### src/rtl/serial_sub_4b.sv
// rtl/serial_sub_4b.sv - bit-serial ripple-borrow subtractor, D = A - B - Bin, LSB first
// Optional overflow flag output V is enabled by defining SERIAL_SUB_OVF_EN.
module serial_sub_4b #(
    parameter int WIDTH = 4
) (
    input  logic             clk,
    input  logic             rst_n,
    input  logic             start,
    input  logic [WIDTH-1:0] A,
    input  logic [WIDTH-1:0] B,
    input  logic             Bin,
    output logic             ready,
    output logic             busy,
    output logic             done,
`ifdef SERIAL_SUB_OVF_EN
    output logic             V,
`endif
    output logic [WIDTH-1:0] D,
    output logic             Bout
);

    localparam int CW = $clog2(WIDTH + 1);

    typedef enum logic [1:0] {
        S_IDLE,
        S_RUN,
        S_DONE
    } state_t;

    state_t           state_q;
    logic [WIDTH-1:0] a_sh_q;
    logic [WIDTH-1:0] b_sh_q;
    logic [WIDTH-1:0] res_sh_q;
    logic             borrow_q;
    logic [CW-1:0]    cnt_q;
    logic             ready_q;
    logic             busy_q;
    logic             done_q;
    logic [WIDTH-1:0] d_q;
    logic             bout_q;

    logic             diff_d;
    logic             borrow_d;
    logic [WIDTH-1:0] res_d;
    logic             last_bit;

    // Single full-subtractor cell operating on the current LSBs.
    always_comb begin
        diff_d   = a_sh_q[0] ^ b_sh_q[0] ^ borrow_q;
        borrow_d = (~a_sh_q[0] & b_sh_q[0]) | (~(a_sh_q[0] ^ b_sh_q[0]) & borrow_q);
        res_d    = {diff_d, res_sh_q[WIDTH-1:1]};
        last_bit = (cnt_q == CW'(WIDTH - 1));
    end

`ifdef SERIAL_SUB_OVF_EN
    logic a_msb_q;
    logic b_msb_q;
    logic v_q;
`endif

    always_ff @(posedge clk or negedge rst_n) begin
        if (!rst_n) begin
            state_q  <= S_IDLE;
            a_sh_q   <= '0;
            b_sh_q   <= '0;
            res_sh_q <= '0;
            borrow_q <= 1'b0;
            cnt_q    <= '0;
            ready_q  <= 1'b1;
            busy_q   <= 1'b0;
            done_q   <= 1'b0;
            d_q      <= '0;
            bout_q   <= 1'b0;
`ifdef SERIAL_SUB_OVF_EN
            a_msb_q  <= 1'b0;
            b_msb_q  <= 1'b0;
            v_q      <= 1'b0;
`endif
        end else begin
            case (state_q)
                S_IDLE: begin
                    if (start) begin
                        a_sh_q   <= A;
                        b_sh_q   <= B;
                        res_sh_q <= '0;
                        borrow_q <= Bin;
                        cnt_q    <= '0;
                        ready_q  <= 1'b0;
                        busy_q   <= 1'b1;
                        state_q  <= S_RUN;
`ifdef SERIAL_SUB_OVF_EN
                        a_msb_q  <= A[WIDTH-1];
                        b_msb_q  <= B[WIDTH-1];
`endif
                    end
                end
                S_RUN: begin
                    a_sh_q   <= a_sh_q >> 1;
                    b_sh_q   <= b_sh_q >> 1;
                    res_sh_q <= res_d;
                    borrow_q <= borrow_d;
                    cnt_q    <= cnt_q + CW'(1);
                    // Result registers change only here, so D is held through IDLE and RUN.
                    if (last_bit) begin
                        d_q     <= res_d;
                        bout_q  <= borrow_d;
                        busy_q  <= 1'b0;
                        done_q  <= 1'b1;
                        state_q <= S_DONE;
`ifdef SERIAL_SUB_OVF_EN
                        v_q     <= (a_msb_q ^ b_msb_q) & (diff_d ^ a_msb_q);
`endif
                    end
                end
                S_DONE: begin
                    done_q  <= 1'b0;
                    ready_q <= 1'b1;
                    state_q <= S_IDLE;
                end
                default: begin
                    ready_q <= 1'b1;
                    busy_q  <= 1'b0;
                    done_q  <= 1'b0;
                    state_q <= S_IDLE;
                end
            endcase
        end
    end

    assign ready = ready_q;
    assign busy  = busy_q;
    assign done  = done_q;
    assign D     = d_q;
    assign Bout  = bout_q;
`ifdef SERIAL_SUB_OVF_EN
    assign V     = v_q;
`endif

endmodule

### config.mk
export PLATFORM = sky130hd
export DESIGN_NAME = serial_sub_4b
export DESIGN_NICKNAME = d
export VERILOG_FILES = /design/src/rtl/serial_sub_4b.sv
export SDC_FILE = /design/constraint.sdc
export NUM_CORES = 1
export LEC_CHECK = 0
export ABC_AREA = 1
export BUFFER_PORTS_ARGS = -buffer_cell sky130_fd_sc_hd__buf_2
export CAP_MARGIN = 10
export CORE_MARGIN = 2
export CORE_UTILIZATION = 35
export DETAILED_ROUTE_END_ITERATION = 8
export PLACE_DENSITY = 0.61
export SYNTH_ARGS = -nofsm -noshare
export SYNTH_HDL_FRONTEND = slang
export SYNTH_SLANG_ARGS = --single-unit
### constraint.sdc
create_clock -name clk -period 1.8 [get_ports clk]
set_clock_uncertainty 0.2 [all_clocks]
set_input_delay 0.18 -clock clk [delete_from_list [all_inputs] [get_ports clk]]
set_output_delay 0.18 -clock clk [all_outputs]
set_load 0.02 [all_outputs]
==> flow_summary.ini <==
[critical_path]
crit_type = flop to flop
crit_buf_inv = 2
path_max_fanout = 12
rrSetupSlack_ns = 0.19
slowest_stage = dfrtp_1
cp-start-kind = flop
crit_chain = inv_2 > nand2_1 > buf_4 > nand2_1 > nand3_1 > nand2_1
r2r_start = state_q[1]$_DFFE_PN0P_
required_ns = 1.82
worst_path_most_repeated_cell = nand2_1
cp_slowest_stage_delay_ns = 0.49
end_kind = flop
cp-endpoint = b_sh_q[1]$_DFFE_PN0P_
cp.arrival_ns = 1.63
r2r_cells = 6
crit_start = state_q[1]$_DFFE_PN0P_
cp.depth = 6
timing.rr.end = b_sh_q[1]$_DFFE_PN0P_
path_delay_family = flip-flops

[finish]
area_growth_syn_to_layout_pct = 23.3
antenna_cells = 0
nNetsFinal = 171
drive_gt1_share_pct = 22.6

[power_and_ir_drop]
clkPwrFrac_pct = 11.5
power.switching_uw = 977
seq_power_share_pct = 42.9
switching_share_pct = 43.0
p_comb_share_pct = 45.6
p_total_uw = 2270
vdd_drop_max_mv = 0.686
p_int_uw = 1290
p_per_area_nw_per_um2 = 1640
leakage_uw = 0.000723

[timing]
finalMaxSlewViolations = 0
finalCriticalPeriod_ns = 1.61
setup-tns-final_ns = 0
fmax_mhz = 622
rsz0062_at_grt = no
worst_slew_pin_slew_ns = 0.554
finalHoldViolCount = 0
worst_slew_margin_rel_pct = 63.0
final-setup-viol-count = 0
finalCritPeriodShare_pct = 89.3

[yosys]
synth_compound_area_share_pct = 5.90
synth_area_per_cell_sq_um = 9.06
synth_adder_area_share_pct = 4.01
ys_seq_area_share_pct = 55.8
yosys-top-cells-area = dfrtp_1 (53%), nand3_1 (11%), nand2_1 (10%), inv_1 (4.3%), o21ai_2 (3.1%)
ys_types = 17
yosys.area.top_type = dfrtp_1
ys_ff_latch = 25
synth-xor-area-share_pct = 0
syn_inst = 124
synth_top_area_share_pct = 53.5
synth_top_family_by_area = simple AND/OR/NAND/NOR gates
synth-simple-area-share_pct = 26.3
synth_nets = 139
yosys-mux-area-fraction_pct = 0
syn_area_sq_um = 1120
yosysWarnings = 0

[clock_network]
cts-htree-levels = 1
cts.sink_count = 25
cts_tree = done
clk_path_buf_depth = 2
cts_resized = 0
root_buffer = clkbuf_4
clkTransAtPathRegs_ns = 0.15
clock_latency_ns = 0.33
cts_setup_buffers = 0
cts_hold_buf = 10
cts_buffers = 3

[grt]
grt_pass1_wl_um = 3840
first_global_vias = 847
grt_antenna_before_repair = 0
track_usage_pct = 14.1
grt_max_degree = 26
grt.overflow.total = 0

[floorplan]
num_rows = 20
initial_core_util_pct = 36.8
die_x_um = 60.7
fp.coreArea_sq_um = 3050
ioPinCount = 20
fp.dieH_um = 60.7
fp.dieArea_sq_um = 3680

[routing]
drtIter0Drc = 34
drc = 0
post_drt_wl_per_cell_um = 11.1
first_pass_iters = 4
wl_um = 2200
ant_nets = 0
num_vias = 905
via_per_inst = 4.55

[hold_path]
hp-class = primary input to flop

[flow_run]
drv_cap = 0

[outcome]
outcome = completed

[place]
post-dp-hpwl_um = 1580
io_buffers = 19
finalWeightedCongestion = 0.810
[worst min-delay path by stage]
| stage | startpoint | end | slack (ns) | cells after the start |
|---|---|---|---|---|
| 2_1_floorplan | rst_n | Bout$_DFFE_PN0P_ | -0.32 | 0 |
| 6_report | start | a_sh_q[0]$_DFFE_PN0P_ | 0.07 | 5 |
| 4_1_cts | start | a_sh_q[0]$_DFFE_PN0P_ | 0.05 | 5 |
| 3_5_place_dp | rst_n | D[0]$_DFFE_PN0P_ | 0.0007 | 1 |
| 5_1_grt | start | a_sh_q[2]$_DFFE_PN0P_ | 0.09 | 5 |
| 3_3_place_gp | rst_n | D[0]$_DFFE_PN0P_ | -0.002 | 1 |
[routing by layer]
layer	track usage (%)	part of all wire [%]	vias to the layer above
li1	-	-	459
met1	19.4	48	418
met2	22.3	46	26
met3	4.26	5.1	2
met4	2.80	0.45	0
met5	0	0	-
[cells in the final DEF (no fill, tap or decap), drive strengths merged]
cell,netlist,layout
a21oi,1,1
buf,4,21
clkbuf,0,3
clkinvlp,0,1
dfrtp,24,24
dfstp,1,1
dlygate4sd3,0,10
fa,1,1
ha,2,2
inv,15,15
nand2,32,32
nand3,25,25
nor2,10,10
o21ai,8,8
o22ai,1,1
[cells in the mapped netlist]
library cell and instances:
nand2_1 30, a21oi_1 1, fa_1 1, o21ai_0 4, nor2_1 9, nand3_1 25
dfrtp_1 24, ha_1 2, dfstp_2 1, o21ai_2 4, buf_6 1, o22ai_1 1
buf_4 3, inv_2 2, nand2_2 2, nor2_4 1, inv_1 13
[area by class of cell]
class	count	area, sq um
Sequential cell	25	627
Clock inverter	1	7.51
Tap cell	44	55.1
Clock buffer	3	22.5
Fill cell	329	1670
Timing Repair Buffer	31	210
Inverter	15	56.3
Multi-Input combinational cell	80	407
[logic make-up after synthesis]
group / Yosys count
compound gates: 10
buf+inv: 19
flops: 25
fa+ha+maj: 3
simple gates: 67
[worst register-to-register path: stages, from the launching register on]
cell     delay, ns
dfrtp_1       0.49
inv_2         0.11
nand2_1       0.26
buf_4         0.24
nand2_1       0.07
nand3_1       0.08
nand2_1       0.06
[registers in the layout, indices dropped and copies added (netlist names)]
register  flops
D             4
a_sh_q        4
b_sh_q        4
cnt_q         3
res_sh_q      3
state_q       2
Bout          1
borrow_q      1
busy          1
done          1
ready         1
[power groups by stage]
stage / sequential (uW) / clock [uW] / combinational (uW)
after floorplan: 1060 / 0 / 687
after global placement: 980 / 0 / 1020
after detailed placement: 988 / 0 / 1030
after CTS: 974 / 271 / 1050
after global routing: 1000 / 302 / 1190
final: 974 / 261 / 1030
[stage by stage]
step	utilization (%)	cell area, sq um	hold slack, ns	setup slack, ns	cells
after global routing	45.4	1390	0.0887	0.105	199
after detailed placement	41.1	1250	0.000685	0.226	185
after floorplan	-	1120	-0.316	0.437	124
after CTS	45.4	1390	0.0539	0.200	199
final	45.4	1390	0.0680	0.193	199
after global placement	41.1	1250	-0.00176	0.239	185
Note: power is estimated with default switching activity, not from simulation.
